File: config.mk
export PLATFORM = sky130hd
export DESIGN_NAME = dcache_controller
export DESIGN_NICKNAME = d
export VERILOG_FILES = /design/src/rtl/dcache_pkg.sv /design/src/rtl/dcache_storage.sv /design/src/rtl/dcache_controller.sv
export SDC_FILE = /design/constraint.sdc
export NUM_CORES = 1
export LEC_CHECK = 0
export CELL_PAD_IN_SITES_DETAIL_PLACEMENT = 2
export CELL_PAD_IN_SITES_GLOBAL_PLACEMENT = 2
export CORE_AREA = 2 2 189 191
export DETAILED_ROUTE_END_ITERATION = 10
export DIE_AREA = 0 0 191 193
export PLACE_DENSITY_LB_ADDON = 0.1
export SLEW_MARGIN = 20
export SYNTH_ARGS = -nofsm -noshare
export SYNTH_HDL_FRONTEND = slang
export SYNTH_HIERARCHICAL = 1
export SYNTH_SLANG_ARGS = --single-unit
File: constraint.sdc
create_clock -name CLK -period 9 [get_ports CLK]
set_input_delay 1.8 -clock CLK [delete_from_list [all_inputs] [get_ports CLK]]
set_output_delay 1.8 -clock CLK [all_outputs]
set_load 0.01 [all_outputs]
File: src/rtl/dcache_pkg.sv
// Shared geometry and FSM encoding for the direct-mapped data cache
// (8 blocks x 4 bytes, 8-bit byte address).
package dcache_pkg;

  localparam int TAG_W           = 3;
  localparam int INDEX_W         = 3;
  localparam int OFFSET_W        = 2;
  localparam int NUM_BLOCKS      = 8;
  localparam int BLOCK_W         = 32;
  localparam int BYTES_PER_BLOCK = BLOCK_W / 8;

  typedef enum logic [1:0] {
    IDLE,
    WRITE_BACK,
    MEM_READ,
    UPDATE
  } state_e;

endpackage

File: src/rtl/dcache_storage.sv
// Data, tag, valid and dirty arrays: combinational read of the indexed block,
// synchronous byte store or whole-block fill.
module dcache_storage
  import dcache_pkg::*;
(
  input  logic                clk,
  input  logic                srst,
  input  logic [INDEX_W-1:0]  index,
  output logic [BLOCK_W-1:0]  rd_block,
  output logic [TAG_W-1:0]    rd_tag,
  output logic                rd_valid,
  output logic                rd_dirty,
  input  logic                byte_we,
  input  logic [OFFSET_W-1:0] wr_offset,
  input  logic [7:0]          wr_byte,
  input  logic                fill_we,
  input  logic [TAG_W-1:0]    fill_tag,
  input  logic [BLOCK_W-1:0]  fill_block
);

  logic [BLOCK_W-1:0]    data_mem [NUM_BLOCKS];
  logic [TAG_W-1:0]      tag_mem  [NUM_BLOCKS];
  logic [NUM_BLOCKS-1:0] valid_reg;
  logic [NUM_BLOCKS-1:0] dirty_reg;
  logic [BLOCK_W-1:0]    merged_block;

  assign rd_block = data_mem[index];
  assign rd_tag   = tag_mem[index];
  assign rd_valid = valid_reg[index];
  assign rd_dirty = dirty_reg[index];

  // A byte store rewrites the whole word with only the addressed lane replaced.
  for (genvar gi = 0; gi < BYTES_PER_BLOCK; gi++) begin : g_lane
    assign merged_block[8*gi +: 8] =
      (byte_we && wr_offset == OFFSET_W'(gi)) ? wr_byte : rd_block[8*gi +: 8];
  end

  always_ff @(posedge clk) begin
    if (fill_we || byte_we) begin
      data_mem[index] <= fill_we ? fill_block : merged_block;
    end
    if (fill_we) begin
      tag_mem[index] <= fill_tag;
    end
  end

  // Data and tags are left untouched by reset; only the status bits clear.
  always_ff @(posedge clk) begin
    if (srst) begin
      valid_reg <= '0;
      dirty_reg <= '0;
    end else if (fill_we) begin
      valid_reg[index] <= 1'b1;
      dirty_reg[index] <= 1'b0;
    end else if (byte_we) begin
      dirty_reg[index] <= 1'b1;
    end
  end

endmodule

File: src/rtl/dcache_controller.sv
// Write-back, write-allocate direct-mapped data cache controller: hit logic
// and the IDLE / WRITE_BACK / MEM_READ / UPDATE miss-handling FSM.
module dcache_controller
  import dcache_pkg::*;
(
  input  logic        CLK,
  input  logic        RESET,
  input  logic        READ,
  input  logic        WRITE,
  input  logic [7:0]  ADDRESS,
  input  logic [7:0]  WRITEDATA,
  output logic [7:0]  READDATA,
  output logic        BUSYWAIT,
  output logic        MEM_READ,
  output logic        MEM_WRITE,
  output logic [5:0]  MEM_ADDRESS,
  output logic [31:0] MEM_WRITEDATA,
  input  logic [31:0] MEM_READDATA,
  input  logic        MEM_BUSYWAIT
);

  state_e state_reg, state_next;

  logic [TAG_W-1:0]    addr_tag;
  logic [INDEX_W-1:0]  addr_index;
  logic [OFFSET_W-1:0] addr_offset;
  logic [BLOCK_W-1:0]  rd_block;
  logic [TAG_W-1:0]    rd_tag;
  logic                rd_valid;
  logic                rd_dirty;
  logic                req;
  logic                hit;
  logic                byte_we;
  logic                fill_we;
  logic [BLOCK_W-1:0]  fill_reg;

  assign addr_tag    = ADDRESS[7:5];
  assign addr_index  = ADDRESS[4:2];
  assign addr_offset = ADDRESS[1:0];

  assign req = READ | WRITE;
  assign hit = rd_valid & (rd_tag == addr_tag);

  assign BUSYWAIT = req & ~((state_reg == dcache_pkg::IDLE) & hit) & ~RESET;
  assign READDATA = READ ? rd_block[{addr_offset, 3'b000} +: 8] : 8'h00;

  // A combined READ+WRITE is a store; the load data path is still driven.
  assign byte_we = WRITE & (state_reg == dcache_pkg::IDLE) & hit & ~RESET;

  dcache_storage u_storage (
    .clk        (CLK),
    .srst       (RESET),
    .index      (addr_index),
    .rd_block   (rd_block),
    .rd_tag     (rd_tag),
    .rd_valid   (rd_valid),
    .rd_dirty   (rd_dirty),
    .byte_we    (byte_we),
    .wr_offset  (addr_offset),
    .wr_byte    (WRITEDATA),
    .fill_we    (fill_we),
    .fill_tag   (addr_tag),
    .fill_block (fill_reg)
  );

  always_ff @(posedge CLK) begin
    if (RESET) begin
      state_reg <= dcache_pkg::IDLE;
    end else begin
      state_reg <= state_next;
    end
  end

  always_ff @(posedge CLK) begin
    if (state_reg == dcache_pkg::MEM_READ && !MEM_BUSYWAIT) begin
      fill_reg <= MEM_READDATA;
    end
  end

  always_comb begin
    state_next    = state_reg;
    MEM_READ      = 1'b0;
    MEM_WRITE     = 1'b0;
    MEM_ADDRESS   = 6'h00;
    MEM_WRITEDATA = 32'h0;
    fill_we       = 1'b0;
    case (state_reg)
      dcache_pkg::IDLE: begin
        if (req && !hit) begin
          state_next = (rd_valid && rd_dirty) ? dcache_pkg::WRITE_BACK : dcache_pkg::MEM_READ;
        end
      end
      dcache_pkg::WRITE_BACK: begin
        MEM_WRITE     = 1'b1;
        MEM_ADDRESS   = {rd_tag, addr_index};
        MEM_WRITEDATA = rd_block;
        if (!MEM_BUSYWAIT) begin
          state_next = dcache_pkg::MEM_READ;
        end
      end
      dcache_pkg::MEM_READ: begin
        MEM_READ    = 1'b1;
        MEM_ADDRESS = {addr_tag, addr_index};
        if (!MEM_BUSYWAIT) begin
          state_next = dcache_pkg::UPDATE;
        end
      end
      dcache_pkg::UPDATE: begin
        fill_we    = 1'b1;
        state_next = dcache_pkg::IDLE;
      end
      default: state_next = dcache_pkg::IDLE;
    endcase
    // Reset aborts any transfer in flight; memory must see the request drop at once.
    if (RESET) begin
      MEM_READ  = 1'b0;
      MEM_WRITE = 1'b0;
      fill_we   = 1'b0;
    end
  end

endmodule

# Word-level counts from Yosys, hierarchy flattened
# Memories as Yosys holds them, arrays and structs flattened.
# Index checks and enable logic that the tools add are counted.
# op_classes
n_bitwise	14
eq_ne	10
addsub	0
muxes	31
n_mul	0
div	0
shift	1
n_lt_le_gt_ge	2
reduce_logical	15
# ops
operator	n
2-to-1 mux 32 bit	2
2-to-1 mux 8 bit	7
variable part select 32 x 6 -> 8 bit	1
bitwise OR 8 bit	2
2-to-1 mux 1 bit	13
case mux 6 bit (2 select lines)	1
bitwise AND 8 bit	1
== test 2 bit (second input constant)	4
logical AND 1 bit	8
2-to-1 mux 2 bit	4
NOT 8 bit	1
case mux 2 bit (4 select lines)	1
bitwise AND 1 bit	7
binary-select mux 1 bit (select 3 bit)	2
== test 2 x 1 -> 1 bit (second input constant)	2
zero test 2 bit	2
< comparator 3 x 4 -> 1 bit (second input constant)	1
inequality test 2 bit (second input constant)	2
demux 1 bit (select 3 bit)	1
== test 3 bit	1
greater-or-equal comparator 3 x 1 -> 1 bit (second input constant)	1
AND reduction 3 bit	1
zero test 1 bit	2
inequality test 2 x 1 -> 1 bit (second input constant)	1
4 further kinds	5
# word_totals
memories	2
out_inout_bits	49
mem_bits_rw	280
mem_bits_ro	0
latch_bits	0
in_bits	53
elab_cells	79
regBits	50
# mem_list
name	words	width	read_ports	rd_ports_with_merged_regs	wr	line	rtl
u_storage.data_mem	8	32	1	0	1	dcache_storage.sv:21	logic [BLOCK_W-1:0] data_mem [NUM_BLOCKS];
u_storage.tag_mem	8	3	1	0	1	dcache_storage.sv:22	logic [TAG_W-1:0] tag_mem [NUM_BLOCKS];

# Longest topological paths before layout
# logic_depth
ltp_word	8
mapped_depth	14
mapped_depth_nobuf	9

# Modules after synthesis
# Netlist, hierarchy kept.
# modules_own_cells
mod	area_per_inst_um2	seq_area_each_um2	n_inst	cells_per_inst
dcache_storage	12723.5	8728.4	1	812
dcache_controller	1742.9	1001.0	1	128

# Worst setup path after synthesis
# Ideal clock, no wire load.
# synth_timing
kind	input to register
startpoint	in ADDRESS[3]
endpoint	mem u_storage.data_mem[0][0], enable pin
required_time_ps	8579
path_slack_ps	2732
t_arrival_ps	5847
setup_ps	421
n_path_buf	4
cell_stages	11
cell_sequence	buf_6 buf_6 mux4_2 mux2_4 xor2_1 or4_1 buf_2 nor3b_1 clkbuf_1 o21bai_1 nor2_1
# synth_between
elab_chain_len	8
elab_cells_between_ends	10
classes_between	eq/ne (1); mux (4); bitwise (3); reduce/logical (1); memory (1)
# synth_lines
item	line	rtl
start, declared	dcache_controller.sv:10	input logic [7:0] ADDRESS,
memory (8 x 3 bit)	-	
via rd_tag[2]	dcache_controller.sv:28	logic [TAG_W-1:0] rd_tag;
== test 3 bit	dcache_controller.sv:42	assign hit = rd_valid & (rd_tag == addr_tag);
bitwise AND 1 bit	dcache_controller.sv:42	
bitwise AND 1 bit (2 in a row)	dcache_controller.sv:48	assign byte_we = WRITE & (state_reg == dcache_pkg::IDLE) & hit & ~RESET;
via byte_we	dcache_controller.sv:33	logic byte_we;
logical OR 1 bit	dcache_storage.sv:39	if (fill_we || byte_we) begin
2-to-1 mux 1 bit	dcache_storage.sv:39	
2-to-1 mux 1 bit	dcache_storage.sv:40	data_mem[index] <= fill_we ? fill_block : merged_block;
end, declared	dcache_storage.sv:21	
# The timed path passes the listed nets, and every way through them passes these cells. The select of a mux whose other input is x is not followed.

# Final worst setup path
# layout_timing
startpoint	in ADDRESS[4]
endpoint	out READDATA[4]
# layout_between
elab_chain_len	3
# layout_lines
item	line	rtl
memory (8 x 32 bit)	-	
via rd_block[4]	dcache_controller.sv:27	logic [BLOCK_W-1:0] rd_block;
variable part select 32 x 6 -> 8 bit	dcache_controller.sv:45	assign READDATA = READ ? rd_block[{addr_offset, 3'b000} +: 8] : 8'h00;
2-to-1 mux 8 bit	dcache_controller.sv:45	
end, declared	dcache_controller.sv:12	output logic [7:0] READDATA,
# The timed path passes the listed nets, and every way through them passes these cells.

==> metrics.txt <==
final setup violation count=0; Die ar.=between 30,000 and 40,000 um2; drt wl/cell=around 29 um; critical path peak fanout=22; Die W=~190 um; #FFs+latches synth=330; clk root buf=clkbuf_16; Overflow after GRT=0; clk_skew=around 0.020 ns; Max Buffers Root-to-Sink=3; CP Data Arrival Time=5.57 ns; Synth Cell Area=around 14,000 um2; Clock Sinks=330; Starting Density=between 40% and 50%; crit-path leading delay family=buffers and inverters; diode count=0; Total GRT Usage=around a quarter; Post-Syn Instances=940; run status=finished, final reports clean; Final Hold Vio Count=0; clock latency on the worst-skew pair=roughly 0.54 ns; cell taking the most area after synthesis=edfxtp_1; post-route worst setup slack=roughly 1.6 ns; syn_nets=roughly 1,000; Final Max Tran Viols=0; # rows=between 60 and 70; RSZ-0062 raised after global routing=no; post-CTS setup buffers=0; startpoint types=input pin; pre-CTS worst setup slack=between 1.5 and 2 ns; Worst setup EP type=output pin; MaxCap Viol Count=0; average cell area after synthesis=between 15 and 20 um2; initial antenna violation count=4; Pleak=about 5.8 nW; actual slew at the worst max-slew pin=between 1 and 1.5 ns; cell mode on critical path=clkdlybuf4s50_1; register area share after synthesis=roughly two thirds; Sw Ratio=between 20% and 30%; core area=35,000 um2; H-tree levels=2; clk slew on worst S/H paths=approximately 0.050 ns; fillcell total=3,212; Worst EP required=7.20 ns; max incr delay on CP=a little under 0.9 ns; gp weighted congestion=0.750; Post-synth EDFFs=312; fin nets=approximately 1.1k; Main synth FF type=edfxtp_1; TritonRoute pass-1 iters=4; sw power=~920 uW; buffer and inverter count on the worst path=3; Vias=8,887; slowest library cell on the worst path=clkdlybuf4s50_1; largest net degree at the start of global routing=approximately 110; WL final=between 40,000 and 50,000 um; Slew headroom=28.1%; post-synth top area share=approximately two thirds; CP Cell Sequence=clkdlybuf4s50_1, or2_2, buf_4, o22ai_1, or2_1, mux4_2, and2_1, clkdlybuf4s50_1; Sequential Power Share=between 40% and 50%; pwr/cell area=roughly 220 nW/um2; synth top area cells=edfxtp_1 (65%), mux2i_1 (9.3%), dfxtp_1 (2.5%), o22ai_2 (2.2%), o31a_1 (1.9%); HP Class=flip-flop to flip-flop; first-pass GRT wire length=approximately 64,000 um; share of cells above drive strength 1=between 10% and 20%; Synth Warn #=6; Peak Freq=roughly 0.14 GHz; number of flip-flops in the largest register=roughly 260; Pint=~2.8 mW; DR iter-0 viols=553; worst vdd ir=between 0.00015 and 0.0002 V; Comb power frac=a little over an eighth; Clock power frac=a little under 40%; vias in the first global route=9,561; post-synth cell types=53; async set-reset flop share out of synthesis=0%; CTS Buf Count=38; critical path type=input pin to output pin; ratio of final minimum period to clock period=between 80% and 90%; ANT nets after route=0; dpl hpwl=28,100 um; die height=around 190 um; hold-fix buffers at CTS=0; Setup TNS Final=0 ns; Area Growth Syn to Fin=18.7%; Top Ports=between 100 and 150; # DRC=0; TritonCTS clock tree=done; final worst path period need=approximately 7.4 ns; Via density=5.81; number of port buffers=101; cts repair resizes=0
==> synth_stat cells, types with 5 or more instances <==
library cell and n:
nor2b_1 12, buf_6 15, nand2_1 36, o22ai_2 25, o21ai_0 33, nor4bb_1 16, o31a_1 32, mux4_2 12
edfxtp_1 312, nor2_1 31, clkbuf_1 22, nor4b_1 8, a31oi_1 9, mux2i_1 134, inv_1 5, and4b_1 8
and2_1 43, dfxtp_1 18, buf_4 5, buf_2 21, o22ai_1 39, a21oi_1 8, nor3_1 8, or2_1 33
==> worst min-delay path, cell delays in order, from the launching register on <==
cell and delay, ns:
dfxtp_1 0.33, a21oi_1 0.05, nor2_1 0.07
==> cell type report <==
| type | count | area (um2) | share of cell area (%) |
|---|---|---|---|
| clock buffers | 49 | 1060 | 6.15 |
| well taps | 461 | 577 | 3.36 |
| inverters | 5 | 18.8 | 0.109 |
| clock inverters | 20 | 139 | 0.809 |
| multi-input cells | 537 | 4370 | 25.4 |
| flip-flops and latches | 330 | 9730 | 56.6 |
| repair buffers | 127 | 1290 | 7.50 |
==> kinds of logic (layout without fill, tap and decap cells) <==
logic type | after synthesis | after routing | share of synthesized area, %
flip-flops | 330 | 330 | 67.3
AND/OR/NAND/NOR | 208 | 208 | 8.54
AO/OA/AOI/OAI | 170 | 170 | 8.91
multiplexers | 152 | 152 | 11.6
buffers and inverters | 73 | 201 | 3.14
adder cells (fa/ha/maj) | 4 | 4 | 0.346
XOR/XNOR | 3 | 3 | 0.182
==> final timing paths <==
check | startpoint | to | slack (ns) | cells past startpoint
setup / recovery | ADDRESS[4] | READDATA[4] | 1.63 | 8
hold / removal | u_storage/valid_reg[2]$_SDFFE_PP0P_ | u_storage/valid_reg[2]$_SDFFE_PP0P_ | 0.49 | 2
setup reg to reg | u_storage/tag_mem[6][2]$_DFFE_PP_ | u_storage/data_mem[2][9]$_DFFE_PP_ | 4.53 | 9
hold reg to reg | u_storage/valid_reg[2]$_SDFFE_PP0P_ | u_storage/valid_reg[2]$_SDFFE_PP0P_ | 0.49 | 2
==> per-layer routing <==
| layer | track usage (%) | share of wire (%) |
|---|---|---|
| met1 | 32.4 | 44 |
| met2 | 39.6 | 48 |
| met3 | 4.54 | 4.9 |
| met4 | 8.26 | 2.9 |
| met5 | 0 | 0.073 |
==> through the flow <==
step | power [mW] | instance area (um2) | hold slack, ns | cells | utilization (%)
final | 3.77 | 17200 | 0.486 | 1529 | 49.1
after global routing | 3.89 | 17200 | 0.521 | 1529 | 49.1
after CTS | 3.80 | 17100 | 0.481 | 1528 | 49.0
after detailed placement | 2.31 | 16000 | 0.461 | 1459 | 45.6
after global placement | 2.29 | 16000 | 0.451 | 1459 | 45.6
after floorplan | 2.08 | 14500 | 0.436 | 940 | -
==> power groups by stage <==
stage          Combinational [mW]  Clock, mW  Sequential [mW]
2_1_floorplan               0.274          0             1.81
6_report                    0.501       1.49             1.78
3_3_place_gp                0.484          0             1.81
3_5_place_dp                0.494          0             1.81
4_1_cts                     0.498       1.52             1.78
5_1_grt                     0.537       1.58             1.78
==> cells in the final DEF (no fill, tap or decap), types with 5 or more instances in the layout <==
cell type,n
a31oi_1,9
nor2_4,8
buf_4,20
nor2b_1,10
a21oi_1,8
nor3_1,8
and2_1,43
mux2i_1,134
and4b_1,8
mux4_2,12
clkinv_1,11
nand2_1,36
or2_1,32
o31a_1,32
nor2_1,23
inv_1,5
nor4b_1,8
clkdlybuf4s50_1,99
o21ai_0,33
o22ai_2,25
clkinv_2,6
dfxtp_1,18
clkbuf_16,41
nor4bb_1,16
clkbuf_1,8
o22ai_1,39
buf_12,5
edfxtp_1,312
(Power assumes the default switching activity.)
